<file path="config.mk">
export PLATFORM = sky130hd
export DESIGN_NAME = score_keeper
export DESIGN_NICKNAME = d
export VERILOG_FILES = /design/src/rtl/score_keeper_pkg.sv /design/src/rtl/score_keeper_channel.sv /design/src/rtl/score_keeper.sv
export SDC_FILE = /design/constraint.sdc
export NUM_CORES = 1
export LEC_CHECK = 0
export ABC_AREA = 0
export BUFFER_PORTS_ARGS = -buffer_cell sky130_fd_sc_hd__buf_2
export CAP_MARGIN = 10
export CELL_PAD_IN_SITES_DETAIL_PLACEMENT = 1
export CELL_PAD_IN_SITES_GLOBAL_PLACEMENT = 2
export CORE_MARGIN = 4
export CORE_UTILIZATION = 31
export DETAILED_ROUTE_END_ITERATION = 8
export GPL_TIMING_DRIVEN = 1
export PLACE_DENSITY_LB_ADDON = 0.1
export SETUP_SLACK_MARGIN = 0.05
export SLEW_MARGIN = 20
export SYNTH_ARGS = -nofsm -noshare
export SYNTH_HDL_FRONTEND = slang
export SYNTH_HIERARCHICAL = 1
export SYNTH_SLANG_ARGS = --single-unit
</file>
<file path="constraint.sdc">
create_clock -name clk_2 -period 3.2 [get_ports clk_2]
set_input_delay 0.96 -clock clk_2 [delete_from_list [all_inputs] [get_ports clk_2]]
set_output_delay 0.96 -clock clk_2 [all_outputs]
set_load 0.01 [all_outputs]
</file>
<file path="src/rtl/score_keeper_pkg.sv">
// Shared types and helpers for the reflex-game score keeper and its per-player channels.
package score_keeper_pkg;

    typedef enum logic {
        PLAY = 1'b0,
        HOLD = 1'b1
    } state_e;

    localparam int LEADER_W = 2;

    function automatic int unsigned score_max(input int unsigned width);
        return (32'd1 << width) - 32'd1;
    endfunction

endpackage

</file>
<file path="src/rtl/score_keeper_channel.sv">
// One player's score: rising-edge qualified hit/miss, saturate or wrap on +1, clamp at 0 on penalty.
module score_channel
    import score_keeper_pkg::*;
#(
    parameter int          SCORE_W   = 6,
    parameter int          WRAP_MODE = 0,
    parameter int unsigned PENALTY   = 1
) (
    input  logic               clk_2,
    input  logic               rst,
    input  logic               hit_i,
    input  logic               miss_i,
    input  logic               freeze_i,
    input  logic               clear_i,
    output logic [SCORE_W-1:0] score_o,
    output logic [SCORE_W-1:0] score_next_o
);

    localparam logic [SCORE_W-1:0] MAX_SCORE = SCORE_W'(score_max(SCORE_W));
    localparam logic [SCORE_W-1:0] PEN_STEP  = SCORE_W'(PENALTY);

    logic               hit_q;
    logic               miss_q;
    logic [SCORE_W-1:0] score_q;
    logic [SCORE_W-1:0] score_d;
    logic               hitEdge;
    logic               missEdge;

    assign hitEdge  = hit_i & ~hit_q;
    assign missEdge = miss_i & ~miss_q;

    // Edge history keeps tracking even while frozen, so a level held across HOLD never scores afterwards.
    always_ff @(posedge clk_2 or posedge rst) begin
        if (rst) begin
            hit_q   <= 1'b0;
            miss_q  <= 1'b0;
            score_q <= '0;
        end else begin
            hit_q   <= hit_i;
            miss_q  <= miss_i;
            score_q <= score_d;
        end
    end

    always_comb begin
        score_d = score_q;
        if (clear_i) begin
            score_d = '0;
        end else if (!freeze_i) begin
            if (hitEdge && !missEdge) begin
                if (score_q == MAX_SCORE) begin
                    score_d = (WRAP_MODE != 0) ? '0 : MAX_SCORE;
                end else begin
                    score_d = score_q + SCORE_W'(1);
                end
            end else if (missEdge && !hitEdge) begin
                // A penalty larger than the current score lands on zero rather than underflowing.
                if (32'(score_q) < PENALTY) begin
                    score_d = '0;
                end else begin
                    score_d = score_q - PEN_STEP;
                end
            end
        end
    end

    assign score_o      = score_q;
    assign score_next_o = score_d;

endmodule

</file>
<file path="src/rtl/score_keeper.sv">
// Multi-player score tracker: per-player channels, PLAY/HOLD round FSM, session high score and leader.
module score_keeper
    import score_keeper_pkg::*;
#(
    parameter int          N_PLAYERS = 2,
    parameter int          SCORE_W   = 6,
    parameter int          TIMER_W   = 6,
    parameter int          ROUND_END = 31,
    parameter int          WRAP_MODE = 0,
    parameter int unsigned PENALTY   = 1,
    parameter int          HOLD_CYC  = 4
) (
    input  logic                           clk_2,
    input  logic                           rst,
    input  logic [N_PLAYERS-1:0]           hit,
    input  logic [N_PLAYERS-1:0]           miss,
    input  logic [TIMER_W-1:0]             timer_in,
    output logic [N_PLAYERS*SCORE_W-1:0]   score_out,
    output logic [SCORE_W-1:0]             high_score,
    output logic [LEADER_W-1:0]            leader,
    output logic                           round_done,
    output logic                           holding
);

    localparam int                 CNT_W    = (HOLD_CYC > 1) ? $clog2(HOLD_CYC) : 1;
    localparam logic [CNT_W-1:0]   CNT_LOAD = CNT_W'(HOLD_CYC - 1);
    localparam logic [TIMER_W-1:0] END_VAL  = TIMER_W'(ROUND_END);

    state_e                state_q;
    state_e                state_d;
    logic [CNT_W-1:0]      cnt_q;
    logic [CNT_W-1:0]      cnt_d;
    logic                  arm_q;
    logic                  arm_d;
    logic [SCORE_W-1:0]    high_q;
    logic [SCORE_W-1:0]    high_d;
    logic [LEADER_W-1:0]   leader_q;
    logic [LEADER_W-1:0]   leader_d;
    logic                  roundDone_q;
    logic                  roundDone_d;
    logic                  freeze;
    logic                  clear;
    logic                  atEnd;
    logic [SCORE_W-1:0]    bestScore;
    logic [SCORE_W-1:0]    scoreQ [N_PLAYERS];
    logic [SCORE_W-1:0]    scoreD [N_PLAYERS];

    for (genvar p = 0; p < N_PLAYERS; p++) begin : g_ch
        score_channel #(
            .SCORE_W   (SCORE_W),
            .WRAP_MODE (WRAP_MODE),
            .PENALTY   (PENALTY)
        ) u_ch (
            .clk_2        (clk_2),
            .rst          (rst),
            .hit_i        (hit[p]),
            .miss_i       (miss[p]),
            .freeze_i     (freeze),
            .clear_i      (clear),
            .score_o      (scoreQ[p]),
            .score_next_o (scoreD[p])
        );
        assign score_out[p*SCORE_W +: SCORE_W] = scoreQ[p];
    end

    always_ff @(posedge clk_2 or posedge rst) begin
        if (rst) begin
            state_q     <= PLAY;
            cnt_q       <= '0;
            arm_q       <= 1'b1;
            high_q      <= '0;
            leader_q    <= '0;
            roundDone_q <= 1'b0;
        end else begin
            state_q     <= state_d;
            cnt_q       <= cnt_d;
            arm_q       <= arm_d;
            high_q      <= high_d;
            leader_q    <= leader_d;
            roundDone_q <= roundDone_d;
        end
    end

    // The arm flag stops a timer parked on ROUND_END from starting back-to-back rounds.
    always_comb begin
        state_d     = state_q;
        cnt_d       = cnt_q;
        arm_d       = arm_q;
        high_d      = high_q;
        roundDone_d = 1'b0;
        freeze      = 1'b0;
        clear       = 1'b0;
        atEnd       = (timer_in == END_VAL);
        if (!atEnd) begin
            arm_d = 1'b1;
        end
        case (state_q)
            PLAY: begin
                if (atEnd && arm_q) begin
                    freeze      = 1'b1;
                    arm_d       = 1'b0;
                    roundDone_d = 1'b1;
                    cnt_d       = CNT_LOAD;
                    state_d     = HOLD;
                    for (int p = 0; p < N_PLAYERS; p++) begin
                        if (scoreQ[p] > high_d) begin
                            high_d = scoreQ[p];
                        end
                    end
                end
            end
            HOLD: begin
                freeze = 1'b1;
                if (cnt_q == '0) begin
                    clear   = 1'b1;
                    state_d = PLAY;
                end else begin
                    cnt_d = cnt_q - CNT_W'(1);
                end
            end
            default: begin
                state_d = PLAY;
            end
        endcase
    end

    // Leader is taken from next-state scores so it lands on the same edge as score_out.
    always_comb begin
        leader_d  = '0;
        bestScore = scoreD[0];
        for (int p = 1; p < N_PLAYERS; p++) begin
            if (scoreD[p] > bestScore) begin
                bestScore = scoreD[p];
                leader_d  = LEADER_W'(p);
            end
        end
    end

    assign high_score = high_q;
    assign leader     = leader_q;
    assign round_done = roundDone_q;
    assign holding    = (state_q == HOLD);

endmodule

</file>
[Word level (Yosys, flattened, before mapping)]
Index checks and enable logic that the tools add are counted.
Word-level totals
  bits in registers: 29
  output and inout bits: 22
Cells by class
  add/subtract/negate cells: 5
  eq/ne operators: 5
  reduce and logical (&&, ||, !) cells: 12
  bitwise operators: 9
  mux-type cells: 30
  order comparisons: 5
Operators by type and width (count)
  $mux W6: 16
  $gt A6 B6 Y1: 3
  $add A6 B1 Y6 const B: 2
  $eq A6 B6 Y1 const B: 2
  $lt A6 B1 Y1 const B: 2
  $sub A6 B1 Y6 const B: 2
  $mux W1: 9
  $eq A6 B5 Y1 const B: 1
  $logic_and A1 B1 Y1: 5
  $not A1 Y1: 5
  $and A1 B1 Y1: 4
  $logic_not A1 Y1: 4
  $mux W2: 2
  $ne A2 B2 Y1 const B: 2
  $pmux W1 S2: 2
  $pmux W2 S2: 1
  $reduce_and A2 Y1: 2
  $logic_not A2 Y1: 1
  $sub A2 B1 Y2 const B: 1

[Depth between registers and ports, before layout]
  depth in word-level cells: 10
  depth in mapped cells: 14
  mapped depth without buffers: 14

[Cells and area by module]
Netlist, hierarchy kept.
Modules (own cells, without submodules)
  score_channel: times used 2, cells an instance 73, seq. area each 200.2 um^2, area each 599.3 um^2
  score_keeper: times used 1, cells an instance 116, seq. area each 301.5 um^2, area each 1101.1 um^2

[Worst setup path before layout]
Ideal clock, no wire load.
  path type: flip-flop to flip-flop
  start: reg g_ch[0].u_ch.score_q[5]
  end: reg high_q[0] (netlist: high_score[0])
  clock period less this slack: 3.183 ns
  slack: 0.017 ns
  buffers on the path: 1
  arrival: 3.060 ns
  cell stages (with the launch flop): 14
  cells stage by stage: dfrtp_1 ha_1 and4_1 o21ai_2 a32oi_4 buf_4 nor2_1 a21oi_1 ha_1 a21oi_2 a21boi_1 o32a_4 o21a_4 o221a_1
Between the ends
  word-level cells in the longest chain between the ends: 6
Ends and longest elaborated chain
  from (decl): line score_keeper_channel.sv:24  | logic [SCORE_W-1:0] score_q;
  from (signal assigned): line score_keeper_channel.sv:41  | score_q <= score_d;
  $gt A6 B6 Y1: line score_keeper.sv:106  | if (scoreQ[p] > high_d) begin
  $mux W6 (*): line score_keeper.sv:106
  $mux W6 (*): line score_keeper.sv:99  | if (atEnd && arm_q) begin
  $mux W6 (*): line score_keeper.sv:97  | case (state_q)
  $gt A6 B6 Y1: line score_keeper.sv:106
  $mux W6 (*): line score_keeper.sv:106
  to (signal assigned): line score_keeper.sv:78  | high_q <= high_d;
  to (decl): line score_keeper.sv:35  | logic [SCORE_W-1:0] high_q;
Mark *: on every way between the ends. The rest lies on a longest branch, timed or not. The select of a mux whose other input is x is not followed.
A chain may end at the register's enable or synchronous reset.

[Final worst setup path]
  start: reg g_ch[0].u_ch.score_q[5]
  end: reg high_q[4] (netlist: high_score[4])
The elaborated chain is that of the path after synthesis.

==> flow_metrics.tcl <==
set metrics [dict create \
    run_status "complete, no violations" \
    finalClockSkew_ps 3.87 \
    pre_cts_slack_ps -219 \
    fp.coreArea_um2 7210 \
    r2r-start "g_ch[0].u_ch/score_o[5]" \
    slew_violations 0 \
    syn_area_per_cell_um2 8.78 \
    arrival_ps 3240 \
    grt.overflow.total 0 \
    p_leak_nw 1.41 \
    post-dp-hpwl_um 5740 \
    cts_tree "yes" \
    ir_drop_uv 332 \
    critPathBufInv 0 \
    num_rows 31 \
    nNetsFinal 374 \
    synth-edff-count 0 \
    clk_pin_slew_worst_paths_ps 110 \
    die_h_um 94.1 \
    power.density_nw_per_um2 1140 \
    synth-seq-cells 28 \
    end_kind "flop" \
    rsz0062_at_grt "yes" \
    first_pass_iters 4 \
    yosys_warnings 6 \
    synth.distinct_cells 48 \
    ys.flop_type "dfrtp_1" \
    whs_path_depth 1 \
    clock.fmax_mhz 326 \
    holdCritStartpoint "cnt_q[0]" \
    power_mw 3.55 \
    drc 0 \
    grt_pass1_wl_um 11800 \
    port_buffers 32 \
    num_vias 2246 \
    async_reset_ff_share_pct 100 \
    crit_family "compound AO/OA/AOI/OAI gates" \
    worstSkewPairLatency_ps 280 \
    max_slew_margin_pct 66.4 \
    maxCapViolations 0 \
    postRouteAntennaNets 0 \
    globalplace.congestion 0.761 \
    grt_max_degree 16 \
    cp_max_fo 6 \
    cp_slowest_stage_delay_ps 440 \
    antenna_found_initial 0 \
    worst_slew_pin_slew_ps 503 \
    clkSinkCount 28 \
    synthToLayoutAreaGrowth_pct 35.5 \
    worst_setup_path_start_kind "flop" \
    numCtsBuffers 3 \
    period_needed_ps 3070 \
    hold_path_class "flop to flop" \
    worstReg2RegEnd "high_score[4]" \
    cts-root-buf "clkbuf_8" \
    hold_viol_final 0 \
    syn_nets 297 \
    wirelength_um 7390 \
    critPathSlowestCell "dfrtp_2" \
    setup_viol 0 \
    layout-drive-gt1-share_pct 38.2 \
    grt_use_total_pct 17.1 \
    dr.first_iter.drc_count 118 \
    cts_max_path_buffers 2 \
    crit_chain "ha_4 > and4_4 > o21ai_4 > a32oi_4 > nor2_1 > a21oi_2 > ha_4 > a21oi_2 > a21boi_2 > o32a_4 > o21a_4 > o221a_1" \
    die-area_um2 8860 \
    worstSetupPathType "flop to flop" \
    post_drt_wl_per_cell_um 16.9 \
    yosysSeqAreaShare_pct 30.5 \
    grt_pass1_vias 2259 \
    required_ps 3370 \
    synthCells 262 \
    cts_hold_buf 0 \
    die_w_um 94.1 \
    pin_count 34 \
    start_util_pct 31.9 \
    crit_start "g_ch[0].u_ch/score_o[5]" \
    hold_end "cnt_q[0]" \
    fin_ws_ps 133 \
    finalCritPeriodShare_pct 95.8 \
    cts_htree_levels 1 \
    reg2reg_slack_ps 130 \
    rr_worst_depth 12 \
    antennaDiodeCount 0 \
    vias_per_cell 5.14 \
    synth_area_um2 2300 \
]
cells by family after synthesis:
| group | count (synthesis) | synth area share, % |
|---|---|---|
| AOI/OAI and AO/OA | 64 | 20.7 |
| xor gates and xnor gates | 2 | 0.762 |
| adders and majority gates | 23 | 12.5 |
| buffers and inverters | 30 | 5.39 |
| DFF | 28 | 30.5 |
| muxes | 5 | 2.67 |
| other | 1 | 0.163 |
| and+or+nand+nor | 109 | 27.3 |
synthesized netlist by cell type, types with 3 or more instances:
library cell	n	share of area, %
nand3_1	13	2.8
nor2b_1	5	1.4
nand2_1	15	2.4
nor3_1	9	2.0
nor2_1	19	3.1
dfrtp_1	27	29
nand2b_1	11	3.0
ha_1	23	13
nand4_1	3	0.82
buf_2	3	0.65
o221a_1	6	2.9
a211oi_1	6	2.0
o21ai_0	9	2.0
nand3b_1	9	2.9
a31oi_1	4	1.1
a21oi_1	22	4.8
or3_1	6	1.6
inv_1	23	3.8
nor3b_1	3	0.98
a21o_1	4	1.3
state kept, by name, indices dropped and copies added, names as in the netlist:
register and count:
leader 1, g_ch.u_ch/miss_q 2, high_score 6, g_ch.u_ch/hit_q 2
arm_q 1, cnt_q 2, holding 1, round_done 1
g_ch.u_ch/score_o 12
repair_timing:
action,in CTS,in global routing
buffers inserted,0,7
endpoints found under the setup margin,6,7
gates resized for setup,1,31
pin swaps,0,4
cell type report:
type	count	area [um^2]
Fill cell	884	4100
Multi-Input combinational cell	204	1620
Sequential cell	28	704
Timing Repair Buffer	79	524
Tap cell	99	124
Inverter	23	86.3
Clock buffer	4	55.1
worst max-delay path by stage:
stage | end | slack [ps] | cells past startpoint
3_5_place_dp | leader[0] | -220 | 13
4_1_cts | high_score[3] | 60 | 12
2_1_floorplan | high_score[0] | 60 | 13
3_3_place_gp | leader[0] | -140 | 13
5_1_grt | high_score[3] | 10 | 13
6_report | high_score[4] | 130 | 12
cell usage in the layout (no fill, tap or decap), types with 2 or more instances in the layout:
cell type  count
ha_4           5
nand3_1       12
xor2_1         2
a211oi_2       6
and3_1         2
inv_2          2
a21o_1         3
buf_6          3
dfrtp_1       25
nor2b_1        4
nand2_1       15
ha_1          18
buf_2         32
a211oi_1       2
and2_1         2
or3_1          6
nor4b_1        2
a21oi_2        7
nand4_1        3
nor4_2         2
nor2_1        18
dfrtp_2        2
mux2_4         2
o221a_1        6
nor3b_1        2
nor2b_4        2
buf_4         44
o21a_1         2
clkbuf_8       4
mux2i_1        2
nor3_1         9
a31oi_1        4
a21oi_1       16
nand3b_1       9
o21ai_0        9
nand2b_1      11
inv_1         21
nand2_2        2
worst register-to-register path, cell delays in order (launching register included):
cell and delay (ps):
dfrtp_2 440, ha_4 280, and4_4 250, o21ai_4 70
a32oi_4 350, nor2_1 100, a21oi_2 190, ha_4 240
a21oi_2 140, a21boi_2 70, o32a_4 360, o21a_4 230
o221a_1 250
layer usage:
| layer | global-route usage, % | vias to the layer above | share of wire [%] | wire (um) |
|---|---|---|---|---|
| met5 | 0 | - | 0 | 0 |
| met4 | 3.25 | 0 | 0.83 | 61 |
| met3 | 1.76 | 4 | 3.4 | 253 |
| met2 | 28.3 | 35 | 48 | 3510 |
| met1 | 24.2 | 1103 | 48 | 3560 |
| li1 | - | 1104 | - | - |
power breakdown:
group	internal, mW	switching [mW]	leakage, nW
Clock	0.110	0.122	0.0288
Sequential	0.493	0.147	0.328
Combinational	1.31	1.37	1.05
through the flow:
step	TNS (ps)	area (um^2)	cells	util (%)	hold WS (ps)
3_3_place_gp	-141	2850	426	39.5	455
4_1_cts	0	2900	430	40.3	479
3_5_place_dp	-219	2850	426	39.5	464
2_1_floorplan	0	2300	262	-	440
6_report	0	3120	437	43.2	479
5_1_grt	0	3120	437	43.2	518
(Power assumes the default switching activity.)
